## src/rtl/fifo_rd_stream.sv

```systemverilog
// fifo_rd_stream: drains a 1-cycle-latency FIFO into a valid/ready stream.
// It has a 3-entry skid buffer, burst framing (m_last) and enable/flush control.
// Ports:
//   clk, rst (async, active-high)
//   en, flush                  : sequencer control
//   fifo_empty, fifo_underflow : FIFO status flags
//   fifo_data_out              : FIFO read data
//   fifo_rd_en                 : FIFO read request
//   m_valid, m_ready           : output stream handshake
//   m_data, m_last             : output stream payload
//   err, busy                  : status outputs
// Option: defining FIFO_RD_STREAM_STATS_EN adds the stat_words and stat_stalls counters.
`timescale 1ns/1ps
module fifo_rd_stream #(
   parameter int FIFO_WIDTH = 16,
   parameter int BURST_LEN  = 4
) (
   input  logic                  clk,
   input  logic                  rst,
   input  logic                  en,
   input  logic                  flush,
   input  logic                  fifo_empty,
   input  logic                  fifo_underflow,
   input  logic [FIFO_WIDTH-1:0] fifo_data_out,
   output logic                  fifo_rd_en,
   output logic                  m_valid,
   input  logic                  m_ready,
   output logic [FIFO_WIDTH-1:0] m_data,
   output logic                  m_last,
   output logic                  err,
   output logic                  busy
`ifdef FIFO_RD_STREAM_STATS_EN
   ,
   output logic [31:0]           stat_words,
   output logic [31:0]           stat_stalls
`endif
);

   localparam int BW = (BURST_LEN > 1) ? $clog2(BURST_LEN) : 1;
   localparam logic [BW-1:0] LAST = BW'(BURST_LEN - 1);

   typedef enum logic {RUN = 1'b0, FLUSH = 1'b1} state_e;

   state_e                state_q, state_d;
   logic [1:0]            occ_q, occ_d;
   logic                  inflight_q;
   logic [BW-1:0]         beat_q, beat_d;
   logic                  err_q, err_d;
   logic [FIFO_WIDTH-1:0] buf_q [3];
   logic [FIFO_WIDTH-1:0] buf_d [3];
   logic [FIFO_WIDTH-1:0] nxt   [3];
   logic [FIFO_WIDTH-1:0] head;
   logic [2:0]            occ_sum;
   logic                  in_v, pop;

   // A landing word counts as present this cycle, so an empty buffer
   // forwards it directly and rd_en at N gives m_valid at N+1.
   assign in_v = inflight_q & ~fifo_underflow;
   assign head = (occ_q != 2'd0) ? buf_q[0] : fifo_data_out;
   assign pop  = m_valid & m_ready;
   assign occ_sum = {1'b0, occ_q} + 3'(in_v) - 3'(pop);

   // state register
   always_ff @(posedge clk or posedge rst) begin
      if (rst) state_q <= RUN;
      else     state_q <= state_d;
   end

   // next state
   always_comb begin
      state_d = state_q;
      unique case (state_q)
         RUN:   if (flush) state_d = FLUSH;
         FLUSH: if (!inflight_q) state_d = RUN;
         default: state_d = RUN;
      endcase
   end

   // outputs
   always_comb begin
      fifo_rd_en = 1'b0;
      m_valid    = 1'b0;
      busy       = (occ_q != 2'd0) | inflight_q;
      unique case (state_q)
         RUN: begin
            fifo_rd_en = ~rst & en & ~fifo_empty &
                         (({1'b0, occ_q} + 3'(inflight_q)) < 3'd3);
            m_valid    = (occ_q != 2'd0) | in_v;
         end
         FLUSH: busy = 1'b1;
         default: ;
      endcase
   end

   assign m_data = m_valid ? head : '0;
   assign m_last = m_valid & (beat_q == LAST);
   assign err    = err_q;

   // buffer and framing next state
   always_comb begin
      for (int i = 0; i < 3; i++) begin
         nxt[i] = buf_q[i];
         if (in_v && occ_q == 2'(i)) nxt[i] = fifo_data_out;
      end
      buf_d  = nxt;
      occ_d  = occ_q;
      beat_d = beat_q;
      err_d  = err_q | (inflight_q & fifo_underflow);
      if (state_q == RUN && !flush) begin
         occ_d = occ_sum[1:0];
         if (pop) begin
            buf_d[0] = nxt[1];
            buf_d[1] = nxt[2];
            beat_d   = (beat_q == LAST) ? '0 : beat_q + BW'(1);
         end
      end else begin
         occ_d  = 2'd0;
         beat_d = '0;
      end
   end

   always_ff @(posedge clk or posedge rst) begin
      if (rst) begin
         occ_q      <= 2'd0;
         inflight_q <= 1'b0;
         beat_q     <= '0;
         err_q      <= 1'b0;
         for (int i = 0; i < 3; i++) buf_q[i] <= '0;
      end else begin
         occ_q      <= occ_d;
         inflight_q <= fifo_rd_en;
         beat_q     <= beat_d;
         err_q      <= err_d;
         for (int i = 0; i < 3; i++) buf_q[i] <= buf_d[i];
      end
   end

   a_occ: assert property (@(posedge clk) disable iff (rst)
      (state_q == RUN) |-> (occ_sum <= 3'd3));

`ifdef FIFO_RD_STREAM_STATS_EN
   logic [31:0] words_q, stalls_q;

   always_ff @(posedge clk or posedge rst) begin
      if (rst) begin
         words_q  <= '0;
         stalls_q <= '0;
      end else begin
         if (pop && words_q != '1) words_q <= words_q + 32'd1;
         if (m_valid && !m_ready && stalls_q != '1)
            stalls_q <= stalls_q + 32'd1;
      end
   end

   assign stat_words  = words_q;
   assign stat_stalls = stalls_q;
`endif

endmodule
```

## config.mk

```make
export PLATFORM = sky130hd
export DESIGN_NAME = fifo_rd_stream
export DESIGN_NICKNAME = d
export VERILOG_FILES = /design/src/rtl/fifo_rd_stream.sv
export SDC_FILE = /design/constraint.sdc
export NUM_CORES = 1
export LEC_CHECK = 0
export ABC_AREA = 1
export CAP_MARGIN = 10
export CORE_ASPECT_RATIO = 0.8
export CORE_MARGIN = 5
export CORE_UTILIZATION = 49
export CTS_BUF_LIST = sky130_fd_sc_hd__clkbuf_4 sky130_fd_sc_hd__clkbuf_8 sky130_fd_sc_hd__clkbuf_16
export DETAILED_ROUTE_END_ITERATION = 8
export GPL_TIMING_DRIVEN = 0
export HOLD_SLACK_MARGIN = 0.05
export PLACE_DENSITY_LB_ADDON = 0.12
export SLEW_MARGIN = 10
export SYNTH_ARGS = -nofsm -noshare
export SYNTH_HDL_FRONTEND = slang
export SYNTH_SLANG_ARGS = --single-unit
```

## constraint.sdc

```tcl
create_clock -name clk -period 1.9 [get_ports clk]
set_clock_uncertainty 0.15 [all_clocks]
set_input_delay 0.19 -clock clk [delete_from_list [all_inputs] [get_ports clk]]
set_output_delay 0.19 -clock clk [all_outputs]
set_load 0.1 [all_outputs]
```

==> metrics.md <==
| Metric | Value |
|---|---|
| Run status | `finished, violations left` |
| Failing checks | `negative setup slack` |
| Yosys warns | `0` |
| CORE AREA | `just under 6000 µm²` |
| Fmax | `0.465 GHz` |
| Die Y | `78.9 µm` |
| Area growth from synthesis to layout | `62.0%` |
| Hold Fails Final Rpt | `0` |
| Worst slew margin | `a little under two fifths` |
| Top Ports | `44` |
| 1st-pass router iterations | `5` |
| CP endpoint kind | `output port` |
| Max-Cap Viols | `0` |
| DR iter-0 viols | `279` |
| Syn nets | `between 400 and 500` |
| Clk_lat worst skew | `roughly 0.33 ns` |
| CTS tree | `built` |
| Grt total ovfl | `0` |
| Final GP Congestion | `around 0.84` |
| DRC viols | `0` |
| Die Width | `96.1 µm` |
| Post-CTS Hold Buffers | `0` |
| Root Driver | `clkbuf_8` |
| DP Wirelength | `5.54 mm` |
| Synth Area in XOR/XNOR | `less than 1%` |
| Via count | `3240` |
| Tightest Hold Check Type | `input port to asynchronous set/reset pin` |
| Slowest-stage cell, CP | `dfrtp_2` |
| Finished Core Util | `between 80% and 90%` |
| Sink Count | `55` |
| Top-area cell type share of the netlist area | `47.3%` |
| Tot GR Track Use | `24.8%` |
| Max rail drop VDD | `between 500 and 600 µV` |
| Initial antenna violation count | `0` |
| Vias/cell | `approximately 5.7` |
| Mux cell area share after synthesis | `0%` |
| Cells after synthesis | `397` |
| Highest cell delay on the worst timing path | `0.49 ns` |
| Crit Path Class | `flop to output port` |
| FF+latch count, synth | `55` |
| Cell mode on critical path | `ha_4` |
| R2r setup slk | `-0.09 ns` |
| DIE AREA | `7580 µm²` |
| Vias in the first global route | `2961` |
| Lkg Pwr | `2.29 nW` |
| Final period utilization | `113%` |
| Most common cell after layout, fill and taps aside | `nand2_1` |
| PD cells | `approximately 750 nW/µm²` |
| Detailed Route WL | `~11 mm` |
| Worst-path clk slew | `about 0.11 ns` |
| Bufs on Longest Clock Path | `2` |
| Layout cells sized above 1 | `between 30% and 40%` |
| Synth cell types | `24` |
| First-pass GRT wire length | `14.5 mm` |
| Synthesized area | `2910 µm²` |
| Core Rows | `25` |
| Area post-placement | `3740 µm²` |
| Final setup fails | `45` |
| Initial Utilization | `49.7%` |
| Largest family of logic cells by synthesized area | `simple AND/OR/NAND/NOR gates` |
| Register area share after synthesis | `47.3%` |
| Worst EP arrival | `1.81 ns` |
| Startpoint Class | `flop` |
| RSZ-0062 raised after global routing | `true` |
| CTS Buf Count | `5` |
| Commonest cells after routing, fill and taps aside | `nand2_1 (175), dfrtp_1 (52), buf_4 (27)` |
| Mean Syn Cell Area | `around 7.3 µm²` |
| Finished Cell Area | `roughly 4700 µm²` |
| Htree depth | `2` |
| PortBufs | `43` |
| Synth area leaders | `dfrtp_1 (47%), nand2_1 (26%), nand3_1 (3.6%)` |
| CP Data Required Time | `1.56 ns` |
| Antenna diode count | `0` |
| Antenna-violating nets left | `0` |
| Worst-Margin Slew | `~0.95 ns` |
| Adder-Cell Fraction of Synth Area | `between 1.5 and 2%` |
| Largest net degree at the start of global routing | `32` |
| Final Max Tran Viols | `0` |
| Worst Slack Setup Final | `-0.250 ns` |
| Maximum fanout along the worst path | `4` |
| Post-synthesis simple-gate area fraction | `around 34%` |
| Routed length per instance | `roughly 18 µm` |
| Area leader, netlist | `dfrtp_1` |
| Depth of the most critical reg-to-reg path | `12` |
| Setup_tns | `-3.31 ns` |
| Post-route minimum period | `2.15 ns` |
| Fin nets | `518` |
| Compound-Gate Fraction of Synth Area | `8.86%` |
| Crit-path cells | `ha_4 -> ha_4 -> nand2_2 -> nand3_2 -> nor4_4 -> buf_6` |
==> logic make-up (layout without fill, tap and decap cells) <==
logic type / count (synthesis) / after routing
XOR/XNOR: 1 / 1
flip-flops: 55 / 55
buffers and inverters: 46 / 141
adder cells (fa/ha/maj): 4 / 4
AO/OA/AOI/OAI: 51 / 51
AND/OR/NAND/NOR: 240 / 240
==> power by group <==
group	switching, mW	internal, mW	leakage [nW]	total [mW]
logic	0.843	0.502	1.51	1.34
clock network	0.429	0.258	0.0402	0.687
registers	0.136	1.38	0.737	1.52
==> state kept, by name, summed over array words and instances (netlist names) <==
| name | cells |
|---|---|
| buf_q | 48 |
| beat_q | 2 |
| occ_q | 2 |
| err | 1 |
| inflight_q | 1 |
| state_q | 1 |
==> cells in the mapped netlist <==
| cell | n |
|---|---|
| buf_6 | 5 |
| nand2_4 | 1 |
| o21ai_1 | 19 |
| inv_2 | 3 |
| nand4_4 | 1 |
| nand3_1 | 21 |
| xnor2_1 | 1 |
| nand2_2 | 3 |
| a21oi_1 | 17 |
| nor3b_1 | 1 |
| nand4_1 | 1 |
| nand2_1 | 202 |
| buf_2 | 12 |
| o21bai_1 | 1 |
| nor2_1 | 6 |
| buf_4 | 1 |
| nor2_4 | 2 |
| clkbuf_1 | 1 |
| or2_2 | 1 |
| dfrtp_1 | 55 |
| o21ai_0 | 14 |
| nor4_1 | 1 |
| ha_1 | 4 |
| inv_1 | 24 |
==> routing by layer <==
| layer | global-route usage [%] | part of all wire (%) |
|---|---|---|
| met1 | 33.4 | 38 |
| met2 | 40.5 | 48 |
| met3 | 3.88 | 11 |
| met4 | 8.52 | 2.9 |
| met5 | 0 | 0 |
==> critical path: cells and delay by family (launching register included) <==
family / cells / cell delay [ns]
adders and majority gates: 2 / 0.40
buffers and inverters: 1 / 0.27
DFF: 1 / 0.49
and+or+nand+nor: 3 / 0.32
==> repair_timing <==
item,4_1_cts,5_1_grt
setup buffers,16,20
endpoints found under the setup margin,23,42
resized for setup,190,70
cloned,2,5
pin swaps,7,21
==> stage by stage <==
| step | total power [mW] | instances | hold WS, ns | worst slack, ns |
|---|---|---|---|---|
| floorplan | 2.29 | 397 | 0.106 | -0.458 |
| global placement | 2.51 | 521 | 0.317 | -1.65 |
| detailed placement | 2.54 | 522 | 0.311 | -1.07 |
| CTS | 3.32 | 548 | 0.179 | -0.215 |
| global route | 3.72 | 573 | 0.195 | -0.287 |
| finish | 3.55 | 573 | 0.149 | -0.250 |
==> path summary, 6_finish.rpt <==
path                              end      from
max in group asynchronous   buf_q[30]       rst
min                        inflight_q       rst
min reg2reg                  buf_q[3]  buf_q[3]
max                        fifo_rd_en  occ_q[0]
min in group clk             occ_q[0]     flush
max reg2reg                  occ_q[1]  occ_q[0]
==> final cells by class <==
class | instances | area (µm²)
Buffer | 19 | 221
Clock buffer | 5 | 68.8
Clock inverter | 3 | 20.0
Fill cell | 337 | 1140
Inverter | 27 | 125
Multi-Input combinational cell | 296 | 1690
Sequential cell | 55 | 1380
Tap cell | 81 | 101
Timing Repair Buffer | 85 | 1090
Timing Repair inverter | 2 | 11.3
Note: power is estimated with default switching activity, not from simulation.
